$ cat src/rtl/fetch_pkg.sv
// Shared constants and helpers for the buffered instruction-fetch stage.
// Queue entries are packed as {pc[XLEN-1:0], instr[XLEN-1:0]}.
package fetch_pkg;

   localparam int          XLEN_DEFAULT      = 32;
   localparam logic [31:0] NOP_INSTR_DEFAULT = 32'h0000_0013;
   localparam int          PC_INCR           = 4;

   function automatic int clog2(input int value);
      int r;
      r = 0;
      while ((1 << r) < value) r++;
      return r;
   endfunction

endpackage

$ cat src/rtl/fetch_queue.sv
// Synchronous FIFO holding fetched {pc, instr} entries toward decode.
// Flush clears the occupancy in one cycle; stored data is left as is.
module fetch_queue
   import fetch_pkg::*;
#(
   parameter int WIDTH = 64,
   parameter int DEPTH = 4,
   localparam int AW = clog2(DEPTH)
)(
   input  logic             clk,
   input  logic             rst,
   input  logic             flush,
   input  logic             push,
   input  logic [WIDTH-1:0] push_data,
   input  logic             pop,
   output logic [WIDTH-1:0] head_data,
   output logic [AW:0]      count,
   output logic             full,
   output logic             empty
);

   logic [WIDTH-1:0] mem [DEPTH];
   logic [AW-1:0]    wr_ptr;
   logic [AW-1:0]    rd_ptr;
   logic             do_push;
   logic             do_pop;

   assign do_pop  = pop && !empty;
   assign do_push = push && (!full || do_pop);

   // NOTE: sequential state is updated with <= so every register samples pre-edge values.
   always_ff @(posedge clk) begin
      if (!rst || flush) begin
         wr_ptr <= '0;
         rd_ptr <= '0;
         count  <= '0;
      end else begin
         if (do_push) wr_ptr <= wr_ptr + AW'(1);
         if (do_pop)  rd_ptr <= rd_ptr + AW'(1);
         count <= count + (AW+1)'(do_push) - (AW+1)'(do_pop);
      end
   end

   // NOTE: the storage array has no reset; entries are only visible once count covers them.
   always_ff @(posedge clk) begin
      if (do_push) mem[wr_ptr] <= push_data;
   end

   assign head_data = mem[rd_ptr];
   assign full      = (count == (AW+1)'(DEPTH));
   assign empty     = (count == '0);

endmodule

$ cat src/rtl/fetch_unit_buffered.sv
// Decoupled instruction fetch: credit-limited imem requests, in-order responses
// into a small queue toward decode, and redirect-driven squash of in-flight fetches.
module fetch_unit_buffered
   import fetch_pkg::*;
#(
   parameter int              XLEN            = XLEN_DEFAULT,
   parameter int              FIFO_DEPTH      = 4,
   parameter int              MAX_OUTSTANDING = 2,
   parameter logic [XLEN-1:0] RESET_PC        = '0,
   parameter logic [XLEN-1:0] NOP_INSTR       = XLEN'(NOP_INSTR_DEFAULT)
)(
   input  logic            clk,
   input  logic            rst,
   input  logic            redirect,
   input  logic [XLEN-1:0] redirect_pc,
   output logic            imem_req_valid,
   input  logic            imem_req_ready,
   output logic [XLEN-1:0] imem_req_addr,
   input  logic            imem_rsp_valid,
   input  logic [XLEN-1:0] imem_rsp_data,
   output logic            dec_valid,
   input  logic            dec_ready,
   output logic [XLEN-1:0] dec_instr,
   output logic [XLEN-1:0] dec_pc,
   output logic [XLEN-1:0] dec_pc_plus4
);

   localparam int CW = clog2(FIFO_DEPTH) + 1;
   localparam int OW = clog2(MAX_OUTSTANDING + 1);

   logic [XLEN-1:0]   fetch_pc;
   logic [XLEN-1:0]   rsp_pc;
   logic [OW-1:0]     outstanding;
   logic [OW-1:0]     kill;
   logic [CW-1:0]     count;
   logic              full;
   logic              empty;
   logic              issue;
   logic              push;
   logic              pop;
   logic [2*XLEN-1:0] head;
   logic [XLEN-1:0]   head_pc;

   // A request is only offered if its eventual response is guaranteed a queue slot.
   always_comb begin
      // NOTE: default first so no path through the block leaves the output unassigned (no latch).
      imem_req_valid = 1'b0;
      if (rst && !redirect && (int'(outstanding) < MAX_OUTSTANDING) &&
          (int'(outstanding) + int'(count) < FIFO_DEPTH))
         imem_req_valid = 1'b1;
   end

   assign imem_req_addr = fetch_pc;
   assign issue         = imem_req_valid && imem_req_ready;
   assign push          = rst && imem_rsp_valid && (kill == '0) && !redirect;
   assign dec_valid     = rst && !empty;
   assign pop           = dec_valid && dec_ready;

   assign head_pc      = head[2*XLEN-1:XLEN];
   assign dec_instr    = dec_valid ? head[XLEN-1:0] : NOP_INSTR;
   assign dec_pc       = dec_valid ? head_pc : '0;
   assign dec_pc_plus4 = dec_valid ? head_pc + XLEN'(PC_INCR) : '0;

   always_ff @(posedge clk) begin
      if (!rst) begin
         fetch_pc    <= RESET_PC;
         rsp_pc      <= RESET_PC;
         outstanding <= '0;
         kill        <= '0;
      end else if (redirect) begin
         fetch_pc    <= redirect_pc;
         rsp_pc      <= redirect_pc;
         outstanding <= outstanding - OW'(imem_rsp_valid);
         kill        <= outstanding - OW'(imem_rsp_valid);
      end else begin
         if (issue) fetch_pc <= fetch_pc + XLEN'(PC_INCR);
         outstanding <= outstanding + OW'(issue) - OW'(imem_rsp_valid);
         if (imem_rsp_valid) begin
            if (kill != '0) kill <= kill - OW'(1);
            else            rsp_pc <= rsp_pc + XLEN'(PC_INCR);
         end
      end
   end

   fetch_queue #(
      .WIDTH (2*XLEN),
      .DEPTH (FIFO_DEPTH)
   ) u_queue (
      .clk       (clk),
      .rst       (rst),
      .flush     (redirect),
      .push      (push),
      .push_data ({rsp_pc, imem_rsp_data}),
      .pop       (pop),
      .head_data (head),
      .count     (count),
      .full      (full),
      .empty     (empty)
   );

   a_no_overflow: assert property (@(posedge clk) disable iff (!rst) !(push && full && !pop));
   a_rsp_expected: assert property (@(posedge clk) disable iff (!rst) imem_rsp_valid |-> (outstanding != '0));

endmodule

$ cat config.mk
export PLATFORM = sky130hd
export DESIGN_NAME = fetch_unit_buffered
export DESIGN_NICKNAME = d
export VERILOG_FILES = /design/src/rtl/fetch_pkg.sv /design/src/rtl/fetch_queue.sv /design/src/rtl/fetch_unit_buffered.sv
export SDC_FILE = /design/constraint.sdc
export NUM_CORES = 1
export LEC_CHECK = 0
export ABC_AREA = 1
export ABC_CLOCK_PERIOD_IN_PS = 4100
export CAP_MARGIN = 20
export CORE_ASPECT_RATIO = 0.5
export CORE_UTILIZATION = 51
export DETAILED_ROUTE_END_ITERATION = 10
export PLACE_DENSITY = 0.83
export SLEW_MARGIN = 40
export SYNTH_ARGS = -nofsm -noshare
export SYNTH_HDL_FRONTEND = slang
export SYNTH_SLANG_ARGS = --single-unit
$ cat constraint.sdc
create_clock -name clk -period 4.1 [get_ports clk]
set_input_delay 0.41 -clock clk [delete_from_list [all_inputs] [get_ports clk]]
set_output_delay 0.41 -clock clk [all_outputs]
set_load 0.05 [all_outputs]
==> impl_metrics.ini, run 1 <==
[logic_synthesis]
synth-compound-area-share_pct = 8.66
ys_ff_latch = 333
synth_cell_types = 47
synthAdderAreaFrac_pct = 1.20
synth_fp_nets = 1998
yosys.area_share.xor_xnor_pct = 1.40
postSynthCellCount = 1913
yosysSeqAreaShare_pct = 56.6
synthesis.area_mm2 = 0.0163
synth.area.mux_share_pct = 0.0613
ys_warn_count = 0
synth_top_family_by_area = simple AND/OR/NAND/NOR gates
synth_area_per_cell_um2 = 8.53
synthSimpleGateAreaFrac_pct = 25.9

[pwr]
pwr-share-comb_pct = 9.4
p_sw_share_pct = 23.8
power.total_mw = 7.14
power.density_mw_per_mm2 = 348
p_clk_share_pct = 37.3
p_leak_nw = 7.89
p_switching_mw = 1.70
ir_drop_mv = 0.262
internal-power_mw = 5.44
seq_power_share_pct = 53.3

[critical_path]
critPathArrivalTime_ps = 3450
timing.rr.start = kill[0]$_SDFFE_PN0P_
crit_path_end_kind = output pin
start_kind = flop
required_ps = 3690
r2r_end = u_queue.count[2]$_SDFF_PP0_
reg2regPathDepth = 13
path_class = reg2out
regToRegSetupSlack_ps = 1380
worst-path-max-fanout = 132

[floorplan]
ioPinCount = 200
die_h_um = 128
core_region_area_mm2 = 0.0309
fp.dieArea_mm2 = 0.0328
die_w_um = 255
core.rowCount = 45
initial_core_util_pct = 52.8

[sta]
fin_worst_skew_ps = 17.9
drv_slew = 0
fmax_mhz = 259
rsz0062_at_grt = false
setup_viol = 0
fin_crit_ps = 3860
relSlewSlack_pct = 47.7
period_share_pct = 94.2
tightestPinTransition_ps = 785
finalHoldViolations = 0

[detailed_routing]
finalWirelength_um = 45500
wl_per_cell_um = 18.0
drt_iter0_markers = 1347
viasPerCell = 5.58
drc = 0
num_vias = 14100
ant_nets = 0
first_pass_iters = 5

[cts]
cts_htree_levels = 1
clk_pin_slew_ps = 60
ctsResizeCount = 0
cts_sinks = 333
cts_buffer_depth = 3
cts_hold_buf = 0
worst_skew_pair.late_latency_ps = 560
cts_tree = built
cts_setup_buffers = 0
cts_buffers = 28
root_buffer = clkbuf_16

[outcome]
status = finished, final reports clean

[cells_and_area]
drive_gt1_share_pct = 9.39
syn2layout_area_growth_pct = 25.8
diodes = 0
final_cells = 2531
layout_common_cells = nand2_1, nor2_1, edfxtp_1
nets = 2172
fillers = 2344
mostFrequentLayoutCell = nand2_1

[global_routing]
antenna_found_initial = 0
grt_pass1_wl_um = 71600
track_usage_pct = 27.9
grt_overflow = 0
grt_pass1_vias = 13800
grt_max_degree = 135

[hold_path]
min_from = redirect_pc[0]
hold_path_end = imem_req_addr[0]$_SDFFE_PN0P_
holdPathStages = 3
hold_path_class = in2reg

[job]
maxCapViolations = 0

[placed_design]
portBuffers = 199
gp_congestion = 1.01
place_inst = 2480
dp_hpwl_um = 31000
power groups by stage:
| stage | clock network (mW) | registers [mW] | logic, mW |
|---|---|---|---|
| finish | 2.67 | 3.81 | 0.668 |
| global route | 2.82 | 3.82 | 0.721 |
| detailed placement | 0 | 3.88 | 0.661 |
| floorplan | 0 | 3.91 | 0.315 |
| global placement | 0 | 3.87 | 0.650 |
| CTS | 2.69 | 3.80 | 0.665 |
cells in the mapped netlist, drive strengths merged:
master | count | share of area [%]
a31oi | 17 | 0.65
xnor2 | 4 | 0.21
o31ai | 2 | 0.092
a31o | 1 | 0.054
nand3b | 2 | 0.092
ha | 14 | 1.1
edfxtp | 256 | 47
nand2b | 1 | 0.038
dfxtp | 77 | 9.4
o22ai | 7 | 0.27
a21oi | 81 | 2.5
mux2i | 1 | 0.061
xor2 | 22 | 1.2
o21bai | 2 | 0.092
clkinv | 3 | 0.069
o211ai | 5 | 0.23
or2 | 6 | 0.23
o21a | 2 | 0.092
o221ai | 1 | 0.054
inv | 153 | 3.6
nor2 | 327 | 7.7
nand4 | 21 | 0.81
buf | 44 | 1.8
a21o | 1 | 0.046
nor3 | 24 | 0.77
a32oi | 1 | 0.10
nand2 | 540 | 12
o21ai | 139 | 4.3
nor4 | 3 | 0.12
clkbuf | 35 | 0.81
o311ai | 4 | 0.21
fa | 1 | 0.12
nand3 | 116 | 3.6
critical path, stage by stage (launching register included):
cell and delay [ps]:
dfxtp_4 370, inv_8 380, o211ai_1 190, nand2_1 200
ha_1 220, inv_1 90, nor2_2 190, nand2_1 110
inv_1 110, nand2_1 90, nor2_2 250, nand3_1 140
nand2_1 100, nand2_1 50, inv_1 90, buf_12 140
stage by stage:
| step | TNS (ps) | util [%] | cell area, um^2 | setup slack, ps | hold WS (ps) |
|---|---|---|---|---|---|
| 3_5_place_dp | 0 | 63.5 | 19600 | 577 | 459 |
| 6_report | 0 | 66.4 | 20500 | 238 | 435 |
| 4_1_cts | 0 | 66.4 | 20500 | 279 | 421 |
| 3_3_place_gp | 0 | 63.5 | 19600 | 727 | 442 |
| 5_1_grt | 0 | 66.4 | 20500 | 0.781 | 448 |
| 2_1_floorplan | -73860 | - | 16300 | -288 | 457 |
how the worst max path moves through the flow:
stage / cells past startpoint / startpoint / to / slack [ps]
2_1_floorplan: 7 / rst / u_queue.mem[0][0]$_DFFE_PP_ / -290
3_3_place_gp: 13 / rst / u_queue.count[2]$_SDFF_PP0_ / 730
3_5_place_dp: 13 / rst / u_queue.count[2]$_SDFF_PP0_ / 580
4_1_cts: 17 / flop / dec_pc_plus4[30] / 280
5_1_grt: 17 / flop / dec_pc_plus4[30] / 0.8
6_report: 15 / flop / dec_pc_plus4[30] / 240
flip-flops by register name, summed over array words and instances (netlist names), named ones only:
| name | flops |
|---|---|
| imem_req_addr | 32 |
| kill | 2 |
| outstanding | 2 |
| rsp_pc | 32 |
| u_queue.count | 3 |
| u_queue.mem | 256 |
| u_queue.rd_ptr | 2 |
| u_queue.wr_ptr | 2 |
per-layer routing:
layer | wire [um] | track usage (%)
met1 | 18500 | 36.5
met2 | 22000 | 48.0
met3 | 3450 | 3.78
met4 | 1450 | 9.44
met5 | 0 | 0
layout make-up:
cell class	instances	area (um^2)	share of cell area, %
Timing Repair Buffer	223	3170	15.4
Multi-Input combinational cell	1345	6100	29.7
Clock inverter	15	121	0.591
Clock buffer	36	793	3.86
Inverter	156	593	2.89
Sequential cell	333	9230	45.0
Tap cell	423	529	2.58
logic make-up after synthesis:
group | after synthesis
compound gates | 263
xor+xnor | 26
fa+ha+maj | 15
buf+inv | 235
flops | 333
mux | 1
simple gates | 1040
No activity file was read; power rests on OpenSTA's default activity.
==> run 2, diff against run 1 <==
--- a/config.mk
+++ b/config.mk
@@ -6,11 +6,13 @@
 export NUM_CORES = 1
 export LEC_CHECK = 0
 export ABC_AREA = 1
-export ABC_CLOCK_PERIOD_IN_PS = 4100
+export ABC_CLOCK_PERIOD_IN_PS = 3550
 export CAP_MARGIN = 20
 export CORE_ASPECT_RATIO = 0.5
+export CORE_MARGIN = 2
 export CORE_UTILIZATION = 51
 export DETAILED_ROUTE_END_ITERATION = 10
+export MAX_ROUTING_LAYER = met4
 export PLACE_DENSITY = 0.83
 export SLEW_MARGIN = 40
 export SYNTH_ARGS = -nofsm -noshare
==> constraint.sdc (replaced) <==
create_clock -name clk -period 3.55 [get_ports clk]
set_input_delay 0.355 -clock clk [delete_from_list [all_inputs] [get_ports clk]]
set_output_delay 0.355 -clock clk [all_outputs]
set_load 0.05 [all_outputs]
==> run 2 against run 1 <==
Global-route usage is 0.66 points lower. Non-clock buffer count is 13 higher. First-iteration DRC count is 16% higher. Clock power is 19% higher. Sequential power is 15% higher. Clock skew is 12 ps higher.
==> impl_metrics.ini, run 2 (synthesis results as in run 1) <==
[critical_path]
required_ps = 3190
timing.rr.start = u_queue.count[1]$_SDFF_PP0_
regToRegSetupSlack_ps = 930
reg2regPathDepth = 13
critPathArrivalTime_ps = 3010
r2r_end = u_queue.count[2]$_SDFF_PP0_
path_class = reg2out
start_kind = flop
worst-path-max-fanout = 42
crit_path_end_kind = output pin

[hold_path]
holdPathStages = 3
hold_path_class = in2reg
hold_path_end = imem_req_addr[0]$_SDFFE_PN0P_
min_from = redirect_pc[0]

[sta]
relSlewSlack_pct = 50.4
fin_worst_skew_ps = 29.6
fin_hold_ws_ps = 380
period_share_pct = 94.8
fin_crit_ps = 3370
setup_viol = 0
fmax_mhz = 297
finalHoldViolations = 0
tightestPinTransition_ps = 742
drv_slew = 0

[cts]
clk_pin_slew_ps = 70
cts_tree = built
cts_buffer_depth = 3
root_buffer = clkbuf_16
cts_hold_buf = 0
cts_htree_levels = 1
cts_buffers = 29
worst_skew_pair.late_latency_ps = 570
cts_sinks = 333

[detailed_routing]
drc = 0
first_pass_iters = 6
num_vias = 14000
ant_nets = 0
viasPerCell = 5.49
finalWirelength_um = 46400
wl_per_cell_um = 18.2
drt_iter0_markers = 1568

[pwr]
ir_drop_mv = 0.347
p_leak_nw = 8.04
internal-power_mw = 6.38
power.density_mw_per_mm2 = 401
p_sw_share_pct = 23.8
power.total_mw = 8.37
p_switching_mw = 2.00
pwr-share-comb_pct = 9.4
seq_power_share_pct = 52.5
p_clk_share_pct = 38.1

[outcome]
status = finished, final reports clean

[floorplan]
die_w_um = 257
core.rowCount = 46
core_region_area_mm2 = 0.0316
initial_core_util_pct = 51.6
fp.dieArea_mm2 = 0.0335
ioPinCount = 200
die_h_um = 130

[global_routing]
grt_max_degree = 86
grt_overflow = 0
track_usage_pct = 27.2
grt_pass1_vias = 13300
antenna_found_initial = 1
grt_pass1_wl_um = 69800

[cells_and_area]
syn2layout_area_growth_pct = 27.9
drive_gt1_share_pct = 10.2
largest_reg_flops = 256
mostFrequentLayoutCell = nand2_1
nets = 2187
largest-register = u_queue.mem
fillers = 2389
layout_common_cells = nand2_1, nor2_1, edfxtp_1

[placed_design]
gp_congestion = 0.956
dp_hpwl_um = 31200
portBuffers = 199

[job]
maxCapViolations = 0
run 2: what timing repair did:
action,in CTS,in global routing
resized for setup,1,18
setup buffers,0,1
endpoints found under the setup margin,5,18
cloned,0,3
run 2: worst max-delay path by stage:
stage / slack (ps) / depth (start not counted) / end
after detailed placement: 470 / 14 / u_queue.count[2]$_SDFF_PP0_
after CTS: 30 / 14 / dec_pc_plus4[31]
after global routing: -9 / 16 / dec_pc_plus4[30]
after floorplan: -780 / 7 / u_queue.mem[0][0]$_DFFE_PP_
final: 180 / 15 / dec_pc_plus4[30]
after global placement: 570 / 15 / dec_pc_plus4[28]
run 2: power by group through the flow:
stage / clock (mW) / combinational, mW / sequential, mW
finish: 3.19 / 0.784 / 4.40
global route: 3.36 / 0.845 / 4.40
CTS: 3.22 / 0.778 / 4.39
detailed placement: 0 / 0.773 / 4.48
global placement: 0 / 0.756 / 4.47
floorplan: 0 / 0.364 / 4.52
run 2: per-stage QoR:
| step | cells | area (um^2) | worst slack, ps | setup TNS (ps) | utilization, % |
|---|---|---|---|---|---|
| floorplan | 1913 | 16300 | -783 | -200580 | - |
| global placement | 2499 | 19800 | 574 | 0 | 62.6 |
| detailed placement | 2499 | 19800 | 473 | 0 | 62.6 |
| CTS | 2552 | 20700 | 28.2 | 0 | 65.6 |
| global route | 2557 | 20900 | -8.88 | -13.7 | 66.1 |
| finish | 2557 | 20900 | 183 | 0 | 66.1 |
run 2: final cells by class:
cell class / instances / area (um^2) / area share, %
Sequential cell: 333 / 9240 / 44.2
Multi-Input combinational cell: 1345 / 6100 / 29.2
Timing Repair Buffer: 236 / 3420 / 16.4
Clock buffer: 37 / 796 / 3.81
Inverter: 156 / 617 / 2.95
Tap cell: 432 / 541 / 2.59
Clock inverter: 16 / 155 / 0.743
Timing Repair inverter: 1 / 11.3 / 0.0539
Antenna cell: 1 / 2.50 / 0.0120
run 2: routing by layer:
| layer | global-route usage [%] | routed length [um] | share of wire, % | vias up |
|---|---|---|---|---|
| li1 | - | - | - | 6734 |
| met1 | 33.6 | 18500 | 40 | 6589 |
| met2 | 47.9 | 23200 | 50 | 621 |
| met3 | 3.11 | 3350 | 7.2 | 104 |
| met4 | 8.14 | 1400 | 3.0 | 0 |
| met5 | - | 0 | 0 | - |
run 2: worst max-delay path, stage by stage (launching register included):
cell,delay (ps)
dfxtp_4,460
buf_16,250
o211ai_1,130
nand2_1,170
ha_1,210
inv_1,100
nor2_2,170
nand2_1,100
inv_1,110
nand2_1,120
nor2_4,160
nand3_1,90
nand2_1,80
nand2_1,60
inv_1,90
buf_12,140
==> run 3, diff against run 2 <==
--- a/config.mk
+++ b/config.mk
@@ -6,14 +6,15 @@
 export NUM_CORES = 1
 export LEC_CHECK = 0
 export ABC_AREA = 1
-export ABC_CLOCK_PERIOD_IN_PS = 3550
+export ABC_CLOCK_PERIOD_IN_PS = 3950
 export CAP_MARGIN = 20
 export CORE_ASPECT_RATIO = 0.5
 export CORE_MARGIN = 2
-export CORE_UTILIZATION = 51
+export CORE_UTILIZATION = 60
 export DETAILED_ROUTE_END_ITERATION = 10
+export GPL_ROUTABILITY_DRIVEN = 0
 export MAX_ROUTING_LAYER = met4
-export PLACE_DENSITY = 0.83
+export PLACE_DENSITY = 0.91
 export SLEW_MARGIN = 40
 export SYNTH_ARGS = -nofsm -noshare
 export SYNTH_HDL_FRONTEND = slang
==> constraint.sdc (replaced) <==
create_clock -name clk -period 3.95 [get_ports clk]
set_input_delay 0.395 -clock clk [delete_from_list [all_inputs] [get_ports clk]]
set_output_delay 0.395 -clock clk [all_outputs]
set_load 0.05 [all_outputs]
==> run 3 against run 2 <==
Clock skew is 1.0 ps higher. Core utilization is 11 points higher. Critical path depth is 2 higher. Combinational power decreased by 11%. Global-route usage grew 5.4 points. Critical endpoint unchanged.
==> impl_metrics.ini, run 3 (synthesis results as in run 1) <==
[cells_and_area]
multi_input_area_mm2 = 0.00610
largest-register = u_queue.mem
drive_gt1_share_pct = 9.51
layout_common_cells = nand2_1, nor2_1, edfxtp_1
largest_reg_flops = 256
mostFrequentLayoutCell = nand2_1
seqCellArea_mm2 = 0.00923
syn2layout_area_growth_pct = 25.9
diodes = 0
fillers = 1667
final_util_pct = 77.3
nets = 2170

[sta]
period_share_pct = 93.8
fin_hold_ws_ps = 435
fin_worst_skew_ps = 30.7
fmax_mhz = 270
fin_crit_ps = 3700
finalHoldViolations = 0
relSlewSlack_pct = 47.4
rsz0062_at_grt = false
drv_slew = 0
tightestPinTransition_ps = 787
setup_viol = 0

[critical_path]
path_class = reg2out
timing.rr.start = kill[0]$_SDFFE_PN0P_
worst-path-max-fanout = 81
crit_top_cell = nand2_1
max_stage_delay_ps = 480
reg2regPathDepth = 13
regToRegSetupSlack_ps = 1300
r2r_end = u_queue.count[2]$_SDFF_PP0_
required_ps = 3560
path_cells = buf_6 > nand2_1 > nand2_1 > nand2_1 > nand2_1 > ha_1 > inv_1 > nor2_2 > nand2_1 > inv_1 > nand2_1 > nor2_2 > nand3_1 > nand2_1 > nand2_1 > inv_1 > buf_12
crit_path_end_kind = output pin
start_kind = flop
critPathArrivalTime_ps = 3310
cpMaxStageDelayCell = buf_6

[cts]
cts_sinks = 333
cts_hold_buf = 0
clk_pin_slew_ps = 70
worst_skew_pair.late_latency_ps = 570
cts_buffer_depth = 3
cts_tree = built
cts_setup_buffers = 0
root_buffer = clkbuf_16
cts_buffers = 28
cts_htree_levels = 1

[detailed_routing]
viasPerCell = 5.97
first_pass_iters = 7
drt_iter0_markers = 1863
ant_nets = 0
finalWirelength_um = 45700
num_vias = 14700
drc = 0
wl_per_cell_um = 18.6

[floorplan]
core.rowCount = 42
ioPinCount = 200
core_region_area_mm2 = 0.0266
die_h_um = 121
initial_core_util_pct = 61.4
die_w_um = 237
fp.dieArea_mm2 = 0.0286

[global_routing]
use_met2_pct = 55.2
busiest_layer = met2
use_met3_pct = 5.46
track_usage_pct = 32.6
grt_pass1_vias = 14000
grt_overflow = 0
grt_pass1_wl_um = 71300
grtUsageMet1_pct = 38.9
grt_max_degree = 133
antenna_found_initial = 0

[placed_design]
portBuffers = 199
dp_hpwl_um = 30300

[outcome]
status = finished, final reports clean

[job]
maxCapViolations = 0

[hold_path]
holdPathStages = 3
hold_path_class = in2reg
hold_path_end = rsp_pc[0]$_SDFFE_PN0P_
min_from = redirect_pc[0]

[pwr]
power.density_mw_per_mm2 = 379
power.total_mw = 7.78
ir_drop_mv = 0.379
p_leak_nw = 7.94
-- run 3: changes by cell type in the layout (fill, tap and decap cells not counted), moves of 2 or more --
cell       previous run  this run
bufinv_16             3         8
buf_12              106        98
clkbuf_8              4         1
clkbuf_1              4         1
clkbuf_16            31        29
buf_4                23        20
clkinv_1              8         6
-- run 3: worst max path at each step --
stage                     startpoint                     endpoint  slack (ps)  cells past startpoint
final                           flop             dec_pc_plus4[30]         250                     17
after global routing            flop             dec_pc_plus4[20]          40                     15
after CTS                       flop             dec_pc_plus4[30]         140                     17
after detailed placement        flop             dec_pc_plus4[30]         740                     17
after global placement          flop             dec_pc_plus4[20]         800                     15
after floorplan                  rst  u_queue.mem[0][0]$_DFFE_PP_        -420                      7
-- run 3: layout make-up --
class	instances	share of cell area, %
sequential	333	44.9
multi-input combinational	1345	29.7
timing repair buffer	221	15.3
clock buffer	31	3.62
inverter	156	2.89
tap	352	2.14
clock inverter	18	1.42
-- run 3: power by group --
part	internal, mW	leakage [nW]	total [mW]	switching, mW
registers	3.85	2.98	3.95	0.103
logic	0.256	4.46	0.701	0.445
clock network	1.87	0.502	3.12	1.25
total	5.98	7.94	7.78	1.80
-- run 3: what timing repair did --
item	4_1_cts	5_1_grt
resized for setup	0	2
setup endpoints to repair	0	9
endpoints found under the hold margin	0	0
-- run 3: worst max-delay path: cells and delay by family, from the launching register on --
kind / cells / cell delay (ps)
simple gates: 11 / 1220
flops: 1 / 380
buf+inv: 5 / 910
fa+ha+maj: 1 / 200
-- run 3: stage by stage --
step | cell area (um^2) | worst slack (ps) | std cells | setup TNS, ps
2_1_floorplan | 16300 | -423 | 1913 | -108420
6_report | 20500 | 246 | 2456 | 0
5_1_grt | 20500 | 40.9 | 2456 | 0
3_3_place_gp | 19500 | 801 | 2407 | 0
3_5_place_dp | 19500 | 741 | 2407 | 0
4_1_cts | 20500 | 137 | 2456 | 0
-- run 3: layer usage --
| metal | vias up | wire length, um |
|---|---|---|
| li1 | 6672 | - |
| met1 | 6809 | 16800 |
| met2 | 959 | 22200 |
| met3 | 217 | 4570 |
| met4 | 0 | 2130 |
| met5 | - | 0 |
